### src/rtl/slave_reg_bank.sv
// Word-addressed slave register bank with independent write (addr/data/resp) and
// read (addr/data) valid-ready channels, each sequenced by a small two-state FSM.
module slave_reg_bank #(
    parameter int ADDR_W   = 8,
    parameter int DATA_W   = 32,
    parameter int NUM_REGS = 16
) (
    input  logic              clk,
    input  logic              rst,
    input  logic [ADDR_W-1:0] write_addr,
    input  logic              write_addr_valid,
    output logic              write_addr_ready,
    input  logic [DATA_W-1:0] write_data,
    input  logic              write_valid,
    output logic              write_ready,
    output logic              write_resp_valid,
    output logic              write_resp_err,
    input  logic              write_resp_ready,
    input  logic [ADDR_W-1:0] read_addr,
    input  logic              read_addr_valid,
    output logic              read_addr_ready,
    output logic [DATA_W-1:0] read_data,
    output logic              read_valid,
    output logic              read_err,
    input  logic              read_ready
);

    localparam int IDX_W = (NUM_REGS > 1) ? $clog2(NUM_REGS) : 1;
    localparam logic [ADDR_W:0] LIMIT = (ADDR_W + 1)'(NUM_REGS);

    typedef enum logic { W_IDLE, W_RESP } wstate_t;
    typedef enum logic { R_IDLE, R_DATA } rstate_t;

    wstate_t wstate, wstate_nxt;
    rstate_t rstate, rstate_nxt;

    logic              live;
    logic [DATA_W-1:0] regs [NUM_REGS];

    logic              aw_got, w_got;
    logic [ADDR_W-1:0] aw_addr;
    logic [DATA_W-1:0] w_data;
    logic              aw_hs, w_hs, ar_hs;
    logic              wr_fire, wr_in_range, rd_in_range;
    logic [ADDR_W-1:0] wr_addr_eff;
    logic [DATA_W-1:0] wr_data_eff;
    logic [IDX_W-1:0]  wr_idx, rd_idx;

    logic              resp_err_q;
    logic              rd_err_q;
    logic [DATA_W-1:0] rd_data_q;

    // Write lands on the same edge as the later handshake, so the effective
    // address/data bypass the latches when that channel is handshaking now.
    assign wr_addr_eff = aw_got ? aw_addr : write_addr;
    assign wr_data_eff = w_got  ? w_data  : write_data;
    assign wr_in_range = {1'b0, wr_addr_eff} < LIMIT;
    assign rd_in_range = {1'b0, read_addr} < LIMIT;
    assign wr_idx      = wr_addr_eff[IDX_W-1:0];
    assign rd_idx      = read_addr[IDX_W-1:0];

    assign write_resp_err = resp_err_q;
    assign read_data      = rd_data_q;
    assign read_err       = rd_err_q;

    always_ff @(posedge clk) begin
        if (rst) begin
            wstate <= W_IDLE;
            rstate <= R_IDLE;
        end else begin
            wstate <= wstate_nxt;
            rstate <= rstate_nxt;
        end
    end

    always_comb begin
        wstate_nxt       = wstate;
        write_addr_ready = 1'b0;
        write_ready      = 1'b0;
        write_resp_valid = 1'b0;
        aw_hs            = 1'b0;
        w_hs             = 1'b0;
        wr_fire          = 1'b0;
        if (wstate == W_IDLE) begin
            write_addr_ready = live && !rst && !aw_got;
            write_ready      = live && !rst && !w_got;
            aw_hs            = write_addr_valid && write_addr_ready;
            w_hs             = write_valid && write_ready;
            if ((aw_got || aw_hs) && (w_got || w_hs)) begin
                wr_fire    = 1'b1;
                wstate_nxt = W_RESP;
            end
        end else begin
            write_resp_valid = 1'b1;
            if (write_resp_ready) begin
                wstate_nxt = W_IDLE;
            end
        end
    end

    always_comb begin
        rstate_nxt      = rstate;
        read_addr_ready = 1'b0;
        read_valid      = 1'b0;
        ar_hs           = 1'b0;
        if (rstate == R_IDLE) begin
            read_addr_ready = live && !rst;
            ar_hs           = read_addr_valid && read_addr_ready;
            if (ar_hs) begin
                rstate_nxt = R_DATA;
            end
        end else begin
            read_valid = 1'b1;
            if (read_ready) begin
                rstate_nxt = R_IDLE;
            end
        end
    end

    // live keeps the ready outputs low until the first edge after reset release.
    always_ff @(posedge clk) begin
        if (rst) begin
            live       <= 1'b0;
            aw_got     <= 1'b0;
            w_got      <= 1'b0;
            aw_addr    <= '0;
            w_data     <= '0;
            resp_err_q <= 1'b0;
            for (int unsigned i = 0; i < NUM_REGS; i++) begin
                regs[i] <= '0;
            end
        end else begin
            live <= 1'b1;
            if (aw_hs) begin
                aw_got  <= 1'b1;
                aw_addr <= write_addr;
            end
            if (w_hs) begin
                w_got  <= 1'b1;
                w_data <= write_data;
            end
            if (wr_fire) begin
                resp_err_q <= !wr_in_range;
                if (wr_in_range) begin
                    regs[wr_idx] <= wr_data_eff;
                end
            end
            if (wstate == W_RESP && write_resp_ready) begin
                aw_got     <= 1'b0;
                w_got      <= 1'b0;
                resp_err_q <= 1'b0;
            end
        end
    end

    // Samples regs before any same-edge write, giving read-before-write ordering.
    always_ff @(posedge clk) begin
        if (rst) begin
            rd_data_q <= '0;
            rd_err_q  <= 1'b0;
        end else if (ar_hs) begin
            if (rd_in_range) begin
                rd_data_q <= regs[rd_idx];
                rd_err_q  <= 1'b0;
            end else begin
                rd_data_q <= '0;
                rd_err_q  <= 1'b1;
            end
        end
    end

endmodule

### config.mk
export PLATFORM = sky130hd
export DESIGN_NAME = slave_reg_bank
export DESIGN_NICKNAME = d
export VERILOG_FILES = /design/src/rtl/slave_reg_bank.sv
export SDC_FILE = /design/constraint.sdc
export NUM_CORES = 1
export LEC_CHECK = 0
export CORE_MARGIN = 8
export CORE_UTILIZATION = 33
export DETAILED_ROUTE_END_ITERATION = 7
export PLACE_DENSITY = 0.55
export RECOVER_POWER = 50
export SLEW_MARGIN = 20
export SYNTH_ARGS = -nofsm -noshare
export SYNTH_HDL_FRONTEND = slang
export SYNTH_SLANG_ARGS = --single-unit
### constraint.sdc
create_clock -name clk -period 16.35 [get_ports clk]
set_input_delay 3.27 -clock clk [delete_from_list [all_inputs] [get_ports clk]]
set_output_delay 3.27 -clock clk [all_outputs]
set_load 0.02 [all_outputs]
==> impl_metrics.tcl, run 1 <==
set metrics [dict create \
    cts_tree "built" \
    clock_path_buffers 3 \
    vias_per_cell 5.261 \
    drt-wirelength-per-cell_um 25.11 \
    place_congestion 0.7152 \
    post-route-drc-count 0 \
    grt-ovfl-total 0 \
    avgSynthCellArea_um2 14.17 \
    ys_ff_latch 591 \
    power_density_nw_per_um2 112.8 \
    leakagePower_nw 9.933 \
    yosysSeqAreaShare_pct 67.02 \
    synthesis.area_um2 25300 \
    io_buffers 93 \
    hpwl_um 36010 \
    synth_edf_count 512 \
    design_area_um2 29280 \
    worstSetupPathType "primary input to flop" \
    synth_cell_types 50 \
    initial_core_util_pct 33.31 \
    dieArea_um2 85780 \
    fmax_mhz 98.95 \
    layout.nets 1905 \
    utilization_pct 38.55 \
    vias 15415 \
    grtUsageTotal_pct 16.82 \
    cts_buffers 60 \
    crit_path_start_kind "primary input" \
    netlist_instances 1786 \
    hp-class "flop to flop" \
    worst_slew_pin_slew_ns 4.870 \
    die_w_um 292.9 \
    power_mw 3.302 \
    clk_latency_ns 0.62 \
    synthArstFlopShare_pct 0 \
    rsz0062_at_grt "no" \
    status "complete, but fails checks" \
    cts_root_buf "clkbuf_16" \
    rrSetupSlack_ns 10.14 \
    drive_above_1_share_pct 18.42 \
    arrival_ns 10.30 \
    grt_pass1_vias 15910 \
    maxCapViolations 13 \
    synth_nets 1841 \
    die_h_um 292.9 \
    cts_hold_buf 0 \
    finalClockSkew_ns 0.01803 \
    cts_setup_buffers 0 \
    routed_wl_um 73580 \
    slew_headroom_pct -224.7 \
    r2r-end "regs[8][31]" \
    violations "max-capacitance violations, max-slew violations" \
    grt_pass1_wl_um 106700 \
    core-area_um2 75950 \
    fin_crit_ns 10.11 \
    vdd_drop_max_mv 0.07186 \
    hold_viol_final 0 \
    hold_depth 2 \
    min_to "w_data[27]" \
    r2r_start "wstate" \
    min-delay-start "w_data[27]" \
    cp.required_ns 16.55 \
    antenna_found_initial 2 \
    nFillCells 7159 \
    ant_nets 0 \
    slew_viol_final 638 \
    cts.clk_slew.worst_paths_ns 0.06 \
    h-tree-depth 2 \
    cts_resized 0 \
    drt_iter0_markers 1512 \
    dr.pass1.iters 5 \
    area_growth_pct 15.72 \
    r2r_cells 5 \
    placed_cell_area_um2 27370 \
    rows 101 \
    synthFlopType "edfxtp_1" \
    tns_ns 0 \
    grt_max_degree 65 \
    critPathCaptureType "flop" \
    ys_warn_count 0 \
    cts_sinks 591 \
    setup-violations-final 0 \
    io_pins 94 \
    min_period_over_period_pct 61.81 \
    num_antenna_cells 0 \
    worst-path-max-fanout 64 \
]
-- routing by layer --
metal / GRT usage [%] / share of wire [%]
met5: 0 / 0
met4: 4.110 / 1.9
met3: 2.589 / 7.9
met2: 28.10 / 48
met1: 22.97 / 42
-- critical path, cell delays in order --
cell      delay (ns)
clkbuf_1        0.11
clkbuf_1        2.20
nand3b_1        0.28
a22oi_1         0.59
nand4_4         0.22
clkbuf_1        3.41
nor2_1          0.15
-- cells in the final DEF (no fill, tap or decap), types with 3 or more instances in the layout --
master,count
mux2i_1,33
nand2_1,143
mux4_2,128
edfxtp_1,512
a22oi_1,33
inv_1,3
clkbuf_1,27
clkinv_2,7
o41ai_2,15
clkbuf_8,16
buf_4,29
nand4_4,7
nand2b_1,4
a21oi_1,41
mux2_2,67
dfxtp_1,78
clkinv_1,9
o21ai_0,32
clkbuf_16,62
clkdlybuf4s50_1,53
dlygate4sd3_1,36
nand3_1,8
nor2_1,516
-- synthesized netlist by cell type, types with 2 or more instances --
library cell	number	share of area, %
mux2i_1	34	1.3
nand2_1	143	2.1
clkbuf_1	55	0.82
edfxtp_1	512	61
nand3b_1	2	0.059
nand3_1	8	0.16
buf_1	25	0.37
a21oi_1	41	0.81
dfxtp_1	79	6.3
o41ai_1	15	0.52
a221oi_1	2	0.069
nor3_2	2	0.079
mux4_2	128	11
mux2_2	67	3.0
buf_6	2	0.089
nor2_1	517	7.7
nor2b_1	2	0.049
a22oi_1	32	0.95
inv_1	3	0.045
nand4_4	8	0.67
nor4b_1	2	0.069
buf_2	45	0.89
nand2b_1	4	0.099
o21ai_0	32	0.63
-- sequential cells by signal (all words and copies together), names as in the netlist --
| signal | cells |
|---|---|
| aw_addr | 8 |
| w_data | 32 |
| write_resp_err | 1 |
| read_err | 1 |
| wstate | 1 |
| w_got | 1 |
| read_data | 32 |
| live | 1 |
| regs | 512 |
| aw_got | 1 |
| rstate | 1 |
-- per-stage QoR --
step / setup WS, ns / std cells / hold WS (ns)
floorplan: 8.075 / 1786 / 0.4313
global placement: 8.104 / 2818 / 0.4375
detailed placement: 8.120 / 2818 / 0.4430
CTS: 8.097 / 2930 / 0.4523
global route: 5.812 / 2930 / 0.4697
finish: 6.243 / 2930 / 0.4507
-- cell type report --
class                           count  area, um2  area share [%]
Clock buffer                       92       1814           6.197
Multi-Input combinational cell   1063       7885           26.93
Clock inverter                     20      153.9          0.5256
Sequential cell                   591      16960           57.92
Timing Repair Buffer              131       1167           3.987
Tap cell                         1030       1289           4.402
Inverter                            3      11.26         0.03846
-- logic make-up after synthesis --
family	after synthesis	share of synthesized area, %
multiplexers	229	15.72
AO/OA/AOI/OAI	135	3.526
buffers and inverters	132	2.309
flip-flops	591	67.02
AND/OR/NAND/NOR	699	11.42
-- worst max-delay path by stage --
| stage | from | endpoint | slack [ns] | cells after the start |
|---|---|---|---|---|
| 6_report | rst | regs[8][31] | 6.24 | 7 |
| 5_1_grt | rst | regs[11][2] | 5.81 | 7 |
| 4_1_cts | rst | write_ready | 8.10 | 4 |
| 3_5_place_dp | rst | write_ready | 8.12 | 4 |
| 3_3_place_gp | rst | write_ready | 8.10 | 4 |
| 2_1_floorplan | write_addr[4] | regs[15][0] | 8.08 | 6 |
-- where the power goes --
part	switching, mW	total (mW)	internal (mW)
Sequential	0.0143	1.70	1.68
Clock	0.573	1.36	0.790
Combinational	0.155	0.242	0.0876
Total	0.742	3.30	2.56
(Power assumes the default switching activity.)
==> inputs of run 2 (changes only) <==
==> constraint.sdc (replaced) <==
create_clock -name clk -period 10.2 [get_ports clk]
set_input_delay 2.04 -clock clk [delete_from_list [all_inputs] [get_ports clk]]
set_output_delay 2.04 -clock clk [all_outputs]
set_load 0.02 [all_outputs]
==> run 2 against run 1 <==
The run still ends with max-capacitance violations, max-slew violations left. Non-clock buffer count grew 2. Final area grew 0.26%. Sequential power grew 60%. Sequential share of layout area shrank 0.15 points. Hold slack is essentially flat. Critical path depth shrank 3. Die area is the same. Clock skew grew 0.0070 ns. Utilization grew 0.099 points. Via count grew 0.28%. Critical endpoint is now write_addr_ready. Highest routed layer unchanged.
==> impl_metrics.tcl, run 2 (synthesized netlist as in run 1, its figures left out) <==
set metrics [dict create \
    cts_hold_buf 0 \
    cts_resized 0 \
    grtUsageTotal_pct 16.81 \
    drt-wirelength-per-cell_um 25.12 \
    status "complete, but fails checks" \
    clock_path_buffers 3 \
    critPathCaptureType "output pin" \
    grt.met1_usage_pct 23.70 \
    worstSetupPathType "primary input to output pin" \
    cts_sinks 591 \
    slew_viol_final 164 \
    crit_end "write_addr_ready" \
    arrival_ns 5.86 \
    maxCapViolations 6 \
    multi_input_area_um2 7884 \
    rrSetupSlack_ns 5.29 \
    io_buffers 93 \
    cts_buffers 61 \
    placed_cell_area_um2 27370 \
    place_congestion 0.7178 \
    final_common_cell "nor2_1" \
    combPwrFrac_pct 7.2 \
    vias_per_cell 5.265 \
    hpwl_um 35840 \
    ant_nets 0 \
    hp-class "flop to flop" \
    violations "max-capacitance violations, max-slew violations" \
    leakagePower_nw 9.978 \
    r2r_cells 6 \
    crit_path_start_kind "primary input" \
    grt_busiest_layer "met2" \
    power_density_nw_per_um2 181.0 \
    final_cell_mix "nor2_1 (516), edfxtp_1 (512), nand2_1 (144)" \
    cp-startpoint "rst" \
    rows 101 \
    vias 15458 \
    min_period_over_period_pct 77.46 \
    post-route-drc-count 0 \
    h-tree-depth 2 \
    rsz0062_at_grt "no" \
    io_pins 94 \
    grt_pass1_wl_um 106600 \
    grt-ovfl-total 0 \
    die_h_um 292.9 \
    grt_pass1_vias 15791 \
    largest_reg_flops 512 \
    fmax_mhz 126.6 \
    routed_wl_um 73760 \
    worst_slew_pin_slew_ns 3.236 \
    dr.pass1.iters 5 \
    setup-violations-final 0 \
    switching_power_mw 1.215 \
    cts.clk_slew.worst_paths_ns 0.06 \
    vdd_drop_max_mv 0.1160 \
    layout.nets 1908 \
    clockPowerShare_pct 41.5 \
    cts_setup_buffers 0 \
    die_w_um 292.9 \
    core-area_um2 75950 \
    swShare_pct 22.87 \
    drt_iter0_markers 1387 \
    slew_headroom_pct -115.7 \
    area_growth_pct 16.02 \
    grt_max_degree 65 \
    dieArea_um2 85780 \
    clk_latency_ns 0.63 \
    design_area_um2 29350 \
    register_area_um2 16960 \
    cts_tree "built" \
    internal-power_mw 4.097 \
    initial_core_util_pct 33.31 \
    max_flop_register "regs" \
    nFillCells 7172 \
    tns_ns 0 \
    fin_crit_ns 7.901 \
    drive_above_1_share_pct 18.73 \
    num_antenna_cells 0 \
    met3_usage_pct 2.408 \
    r2r_start "w_got" \
    finalClockSkew_ns 0.02507 \
    antenna_found_initial 0 \
    met2_usage_pct 27.41 \
    worst-path-max-fanout 56 \
    cts_root_buf "clkbuf_16" \
    cp.required_ns 8.16 \
    pwr-share-seq_pct 51.3 \
    r2r-end "regs[8][11]" \
    hold_viol_final 0 \
]
run 2: cell count changes in the layout (fill, tap and decap cells not counted), sizes merged:
cell	delta
clkbuf	-13
buf	+10
clkinv	+3
bufinv	+2
clkinvlp	+2
inv	+2
run 2: final cells by class:
type	count	share of cell area (%)
flip-flops and latches	591	57.77
multi-input cells	1063	26.86
clock buffers	87	5.806
well taps	1030	4.390
repair buffers	133	4.233
clock inverters	29	0.9037
inverters	3	0.03836
run 2: critical path, cell delays in order:
cell and delay, ns:
buf_2 0.08, clkbuf_1 2.27, nor4b_1 0.70, clkdlybuf4s50_1 0.75
run 2: worst min path at each step:
stage                from  depth (start not counted)         end  slack, ns
4_1_cts         w_data[0]                          2   w_data[0]       0.45
3_5_place_dp    w_data[0]                          2   w_data[0]       0.44
5_1_grt        w_data[13]                          2  w_data[13]       0.47
6_report        w_data[0]                          2   w_data[0]       0.45
3_3_place_gp   w_data[22]                          2  w_data[22]       0.44
2_1_floorplan  aw_addr[4]                          2  aw_addr[4]       0.43
run 2: metrics by stage:
stage               util, %  hold WS (ns)  worst slack (ns)  total power [mW]  std cells
finish                38.65        0.4504             2.299             5.312       2936
global route          38.65        0.4673             2.031             5.486       2936
CTS                   38.64        0.4512             4.046             5.371       2934
detailed placement    36.04        0.4428             4.055             3.164       2818
global placement      36.04        0.4375             4.134             3.153       2818
floorplan                 -        0.4313             3.155             3.014       1786
run 2: power by group through the flow:
stage | combinational (mW) | sequential, mW | clock (mW)
4_1_cts | 0.390 | 2.72 | 2.26
2_1_floorplan | 0.244 | 2.77 | 0
5_1_grt | 0.410 | 2.73 | 2.35
3_3_place_gp | 0.384 | 2.77 | 0
3_5_place_dp | 0.389 | 2.78 | 0
6_report | 0.384 | 2.72 | 2.20
run 2: per-layer routing:
metal  vias up  share of wire [%]  wire, um
met5         -                  0         0
met4         0                2.0      1491
met2       567                 47     34840
met1      8060                 44     32240
li1       6732                  -         -
met3        99                7.0      5181
